### config.mk
export PLATFORM = sky130hd
export DESIGN_NAME = conv_sequencer
export DESIGN_NICKNAME = d
export VERILOG_FILES = /design/src/rtl/conv_sequencer.sv
export SDC_FILE = /design/constraint.sdc
export NUM_CORES = 1
export LEC_CHECK = 0
export ABC_CLOCK_PERIOD_IN_PS = 5000
export BUFFER_PORTS_ARGS = -buffer_cell sky130_fd_sc_hd__clkbuf_2
export CELL_PAD_IN_SITES_DETAIL_PLACEMENT = 1
export CELL_PAD_IN_SITES_GLOBAL_PLACEMENT = 1
export CORE_AREA = 8 8 59 110
export CTS_CLUSTER_DIAMETER = 60
export DETAILED_ROUTE_END_ITERATION = 7
export DIE_AREA = 0 0 67 118
export GPL_ROUTABILITY_DRIVEN = 0
export PLACE_DENSITY = 0.86
export SLEW_MARGIN = 20
export SYNTH_ARGS = -nofsm -noshare
export SYNTH_HDL_FRONTEND = slang
export SYNTH_SLANG_ARGS = --single-unit
### constraint.sdc
create_clock -name iCLK -period 5 [get_ports iCLK]
set_clock_uncertainty 0.1 [all_clocks]
set_input_delay 0.5 -clock iCLK [delete_from_list [all_inputs] [get_ports iCLK]]
set_output_delay 0.5 -clock iCLK [all_outputs]
set_load 0.01 [all_outputs]
### src/rtl/conv_sequencer.sv
// conv_sequencer: frame sequencer for a KxK convolution datapath (weight load, pixel stream, drain, done).
// Latency: weight/pixel pass-through is combinational in the accepting cycle; oValid trails the window-completing pixel by LAT cycles.
// Backpressure: none into the stream; a missing pixel in STREAM pulses oErr and aborts the frame back to IDLE.
// Ports: iCLK/iRSTn clock and async active-low reset; iStart/iReuseW frame request;
//        iWdata/iWvalid/oWready host weight handshake; oW/oADDR/oWren datapath weight write port;
//        iPix/iPixValid/oPixReady host pixel handshake; oX/oXValid datapath pixel;
//        iY datapath result; oY/oValid gated result; oBusy/oDone/oErr status.
module conv_sequencer #(
  parameter int IMG_W = 32,
  parameter int IMG_H = 32,
  parameter int K     = 5,
  parameter int LAT   = 5
) (
  input  logic        iCLK,
  input  logic        iRSTn,
  input  logic        iStart,
  input  logic        iReuseW,
  input  logic [7:0]  iWdata,
  input  logic        iWvalid,
  output logic        oWready,
  input  logic [7:0]  iPix,
  input  logic        iPixValid,
  output logic        oPixReady,
  output logic [7:0]  oW,
  output logic [4:0]  oADDR,
  output logic        oWren,
  output logic [7:0]  oX,
  output logic        oXValid,
  input  logic [15:0] iY,
  output logic [15:0] oY,
  output logic        oValid,
  output logic        oBusy,
  output logic        oDone,
  output logic        oErr
);

  localparam int CW = (IMG_W > 1) ? $clog2(IMG_W) : 1;
  localparam int RW = (IMG_H > 1) ? $clog2(IMG_H) : 1;
  localparam int DW = $clog2(LAT + 1);

  localparam logic [CW-1:0] COL_LAST   = CW'(IMG_W - 1);
  localparam logic [RW-1:0] ROW_LAST   = RW'(IMG_H - 1);
  localparam logic [CW-1:0] COL_K      = CW'(K - 1);
  localparam logic [RW-1:0] ROW_K      = RW'(K - 1);
  localparam logic [4:0]    WCNT_LAST  = 5'(K * K - 1);
  localparam logic [DW-1:0] DRAIN_LAST = DW'(LAT - 1);

  typedef enum logic [2:0] {IDLE, LOAD_W, STREAM, DRAIN, DONE} state_t;

  state_t        state;
  logic [4:0]    wcnt;
  logic [CW-1:0] col;
  logic [RW-1:0] row;
  logic [DW-1:0] dcnt;
  logic [LAT-1:0] dly;

  logic w_xfer;
  logic px_acc;
  logic win;

  // Transfers are qualified only by state and the host valid; both ready
  // outputs are pure functions of state so no extra term is needed.
  assign w_xfer = (state == LOAD_W) && iWvalid;
  assign px_acc = (state == STREAM) && iPixValid;
  assign win    = px_acc && (row >= ROW_K) && (col >= COL_K);

  assign oWready   = (state == LOAD_W);
  assign oPixReady = (state == STREAM);
  assign oWren     = w_xfer;
  assign oW        = w_xfer ? iWdata : 8'h00;
  assign oADDR     = w_xfer ? wcnt : 5'd0;
  assign oXValid   = px_acc;
  assign oX        = px_acc ? iPix : 8'h00;
  // The datapath shifts every clock, so a bubble corrupts every window in flight.
  assign oErr      = (state == STREAM) && !iPixValid;
  assign oBusy     = (state != IDLE);
  assign oDone     = (state == DONE);
  assign oValid    = dly[LAT-1];
  assign oY        = oValid ? iY : 16'h0000;

  always_ff @(posedge iCLK or negedge iRSTn) begin
    if (!iRSTn) begin
      state <= IDLE;
      wcnt  <= '0;
      col   <= '0;
      row   <= '0;
      dcnt  <= '0;
    end else begin
      case (state)
        IDLE: begin
          wcnt <= '0;
          col  <= '0;
          row  <= '0;
          dcnt <= '0;
          if (iStart) state <= iReuseW ? STREAM : LOAD_W;
        end
        LOAD_W: begin
          if (iWvalid) begin
            if (wcnt == WCNT_LAST) begin
              wcnt  <= '0;
              state <= STREAM;
            end else begin
              wcnt <= wcnt + 5'd1;
            end
          end
        end
        STREAM: begin
          if (!iPixValid) begin
            state <= IDLE;
          end else if (col == COL_LAST) begin
            col <= '0;
            if (row == ROW_LAST) begin
              row   <= '0;
              state <= DRAIN;
            end else begin
              row <= row + RW'(1);
            end
          end else begin
            col <= col + CW'(1);
          end
        end
        DRAIN: begin
          if (dcnt == DRAIN_LAST) begin
            dcnt  <= '0;
            state <= DONE;
          end else begin
            dcnt <= dcnt + DW'(1);
          end
        end
        DONE:    state <= IDLE;
        default: state <= IDLE;
      endcase
    end
  end

  // Window flags ride alongside the datapath pipeline; it keeps shifting in
  // every state so results already in flight still emerge.
  always_ff @(posedge iCLK or negedge iRSTn) begin
    if (!iRSTn) dly <= '0;
    else        dly <= LAT'({dly, win});
  end

endmodule
# After elaboration in Yosys (flattened, before gate mapping)
# Index checks and enable logic that the tools add are counted.
# word_totals
ff_bits,26
latch_bits,0
ram_bits,0
rom_bits,0
out_inout_bits,45
elab_cells,68
n_memories,0
# op_classes
n_addsub,4
mul,0
div,0
n_lt_le_gt_ge,2
n_eq_ne,16
n_shift,0
mux,25
n_bitwise,0
n_reduce_logical,15
# op_table
operator,count
2-to-1 mux 5 bit,8
case mux 5 bit (2 select lines),3
2-to-1 mux 3 bit,8
2-to-1 mux 16 bit,1
2-to-1 mux 8 bit,2
adder 5 x 1 -> 5 bit (second input constant),3
== test 5 bit (second input constant),3
case mux 3 bit (4 select lines),1
>= comparator 5 x 3 -> 1 bit (second input constant),2
!= test 2 bit (second input constant),4
== test 3 x 2 -> 1 bit (second input constant),2
== test 3 bit (second input constant),2
!= test 3 x 2 -> 1 bit (second input constant),2
case mux 3 bit (2 select lines),1
AND reduction 6 bit,1
nonzero test 2 bit,3
logical AND 1 bit,5
!= test 2 x 1 -> 1 bit (second input constant),2
AND reduction 2 bit,2
adder 3 x 1 -> 3 bit (second input constant),1
== test 3 x 1 -> 1 bit (second input constant),1
logical NOT 3 bit,1
AND reduction 3 bit,1
nonzero test 3 bit,1
other kinds (2),2

# Logic depth before layout (Yosys ltp)
# depth
word_depth,5
mapped_depth,6
mapped_depth_nobuf,6

# Least setup slack after synthesis
# Ideal clock, no wire load.
# synth_path
path_kind,register to register
startpoint,register row[0]
endpoint,register row[2]
setup_time_ns,0.078
arrival_time_ns,1.702
required_time_ns,4.822
path_slack_ns,3.120
path_stages_with_launch,7
n_path_buf,0
synth_period_minus_slack_ns,1.880
cell_sequence,dfrtp_1 > ha_1 > and3_1 > ha_1 > or4b_1 > o211ai_1 > o2bb2ai_1
# synth_between
elab_chain_len,5
word_cells_on_any_way,6
classes_between,add/sub: 1; eq/ne: 1; mux: 4
# synth_lines
item,line,text
start: declaration,53,logic [RW-1:0] row;
start signal: assignment,116,row <= row + RW'(1);
adder 5 x 1 -> 5 bit / == test 5 bit (equally long branches),"116, 112",
2-to-1 mux 5 bit (*),112,if (row == ROW_LAST) begin
2-to-1 mux 5 bit (*),110,end else if (col == COL_LAST) begin
2-to-1 mux 5 bit (*),108,if (!iPixValid) begin
case mux 5 bit (2 select lines) (*),89,case (state)
# Every way passes the cells marked *; elsewhere a longest branch is shown, timed or not. The select of a mux whose other input is x is not followed.
# A chain may end at the register's enable or synchronous reset.

# Worst setup path in the final report
# layout_path
startpoint,register state[0]
endpoint,output port oADDR[1]
# layout_between
elab_chain_len,3
# layout_lines
item,line,text
start: declaration,50,state_t state;
start signal: assignment,95,if (iStart) state <= iReuseW ? STREAM : LOAD_W;
== test 3 x 1 -> 1 bit,63,assign w_xfer = (state == LOAD_W) && iWvalid;
logical AND 1 bit,63,
2-to-1 mux 5 bit,71,assign oADDR = w_xfer ? wcnt : 5'd0;
end: declaration,25,"output logic [4:0] oADDR,"
# No other way between the ends.

==> impl_metrics.ini <==
[critical_path]
critPathTopFamily = flip-flops
r2r_start = col[0]$_DFFE_PN0P_
worstPathMaxFanout = 24
crit_chain = and4bb_2, and2_1, clkbuf_2
critical_path_arrival_ns = 1.89
regToRegSetupSlack_ns = 2.95
rr_endpoint = col[1]$_DFFE_PN0P_
worst-path-buf-inv = 1
cp-end-kind = output pin
crit_path_top_delay_cell = dfrtp_1
reg2regPathDepth = 6
start_kind = flop
crit_type = reg2out
cp.required_ns = 4.40
max_stage_delay_ns = 0.75

[yosys]
synth_fp_nets = 242
yosysUniqueCellTypes = 42
syn_area_per_cell_um2 = 9.06
yosysTopAreaCell = dfrtp_1
synth_ff_type = dfrtp_1
yosysWarnings = 0
ys_ff_latch = 26
post_synth_inst_count = 194
synthArstFlopShare_pct = 100
synth_area_um2 = 1760
yosys-top-cells-area = dfrtp_1 37%, and2_1 14%, ha_1 7.1%
synth.yosys.seq_area_share_pct = 37.0
yosysTopAreaCellShare_pct = 37.0
synth_enable_flop_cells = 0

[die]
dieArea_um2 = 7910
core_um2 = 5090
die_w_um = 67
start_util_pct = 34.5
die_h_um = 118
ioPinCount = 83
row_count = 37

[status]
outcome = finished, final reports clean

[drt]
drtIter0Drc = 61
antenna_left = 0
postRouteWirelength_um = 5120
viasPerCell = 5.31
vias = 1741
drc = 0
firstDrtPassIters = 4
wl_per_cell_um = 15.6

[final_layout]
layout-drive-gt1-share_pct = 33.7
area_delta_synth_final_pct = 28.0
fill_cells = 648
antennaDiodeCount = 0
register_area_um2 = 651
nets = 319
multi_input_area_um2 = 1010

[sta]
setup_viol = 0
setup_tns_ns = 0
min_period_ns = 2.49
maxSlewHeadroom_pct = 47.1
post-route-period-util_pct = 49.8
worstMarginPinSlew_ns = 0.790
rsz0062_at_grt = false
fmax_mhz = 402
hold_viol = 0
slew_viol_final = 0

[global_routing]
grt_pass1_vias = 1882
grt_pass1_wl_um = 8390
gr-total-overflow = 0
antenna_found_initial = 0
grt_start_max_net_pins = 27
track_usage_pct = 13.0

[pwr]
pwr_density_cell_nw_per_um2 = 384
p_leak_nw = 1.20
total_power_w = 0.000863
ir_drop_uv = 211

[cts]
clk_pin_slew_ns = 0.09
cts_buffers = 3
cts_hold_buf = 0
cts_resized = 0
clk_path_buf_depth = 2
clock_sinks = 26
cts_tree = yes
clockRootBuffer = clkbuf_8
htree_num_levels = 1
post-cts-setup-buffers = 0
clk_latency_ns = 0.27

[placement]
dp_hpwl_um = 4260
numPortBuffers = 82

[job]
cap_violations = 0

[worst_hold_path]
hold_class = in2async
## metrics by stage
stage          cells  worst slack [ns]  utilization, %  hold WS (ns)  cell area [µm²]
3_3_place_gp     324              2.86            43.1         0.233             2190
6_report         328              2.51            44.2         0.141             2250
2_1_floorplan    194              3.12               -         0.104             1760
5_1_grt          328              2.34            44.2         0.207             2250
4_1_cts          328              2.49            44.2         0.173             2250
3_5_place_dp     324              2.79            43.1         0.240             2190
## layer usage
metal / global-route usage, % / wire length, µm / vias up / share of wire (%)
li1: - / - / 828 / -
met1: 12.9 / 1880 / 820 / 37
met2: 23.8 / 2510 / 85 / 49
met3: 3.53 / 640 / 8 / 13
met4: 4.87 / 93 / 0 / 1.8
met5: 0 / 0 / - / 0
## flip-flops by register name, summed over array words and instances, names as in the netlist
| signal | cells |
|---|---|
| wcnt | 5 |
| state | 3 |
| row | 5 |
| dcnt | 3 |
| col | 5 |
| dly | 5 |
## report_power, final
part           internal (W)  switching [W]
clock             0.0000704      0.0000653
sequential         0.000253      0.0000812
combinational      0.000179       0.000214
## cells in the mapped netlist (2+ instances only)
cell        n
and4bb_2    2
o311a_1     2
ha_1       10
o2bb2ai_1   6
or3_1       2
nand2b_1    5
nor4b_1     2
nand4_1     4
and3_1      4
nor2_1      3
o211ai_1    2
a21oi_1     4
buf_2       4
dfrtp_1    26
o311ai_0    3
inv_1      14
o21ai_0    14
mux2i_1     3
nor2b_1     3
a22o_1      2
and2_1     38
clkbuf_1    5
nand3_1     7
nor3b_1     3
nand2_1     9
## placed cells by master, fill, tap and decap left out, types with 2 or more instances in the layout
master and instances:
nor3b_1 3, a22o_1 2, o311ai_0 3, o311a_1 2, mux2i_1 3, nand2b_1 5, o211ai_1 2, nand4_1 4
and2_1 38, nand2_1 9, nand3_1 7, o21ai_0 14, clkbuf_8 4, nor2_1 3, ha_1 10, and4bb_2 2
dfrtp_1 26, clkbuf_2 82, nor2b_1 3, and3_1 4, nor4b_1 2, o2bb2ai_1 6, or3_1 2, a21oi_1 4
inv_1 14
## cells by family (layout without fill, tap and decap cells)
kind of cell	after synthesis	after routing	share of synthesized area, %
and+or+nand+nor	89	89	31.8
AOI/OAI and AO/OA	42	42	16.7
DFF	26	26	37.0
buffers and inverters	24	100	5.63
adders and majority gates	10	10	7.12
muxes	3	3	1.71
## how the worst max path moves through the flow
stage               cells past startpoint                 end            startpoint  slack (ns)
floorplan                               6  row[2]$_DFFE_PN0P_    row[0]$_DFFE_PN0P_        3.12
global placement                        3            oADDR[1]  state[0]$_DFFE_PN0P_        2.86
detailed placement                      3            oADDR[1]  state[0]$_DFFE_PN0P_        2.79
CTS                                     3            oADDR[1]  state[0]$_DFFE_PN0P_        2.49
global route                            3            oADDR[3]  state[0]$_DFFE_PN0P_        2.34
finish                                  3            oADDR[1]  state[0]$_DFFE_PN0P_        2.51
## layout make-up
cell class,instances,area share (%)
flip-flops and latches,26,28.9
inverters,14,2.34
repair buffers,82,18.3
clock buffers,4,2.45
multi-input cells,144,44.8
well taps,58,3.23
Power figures use the tool's default switching activity.
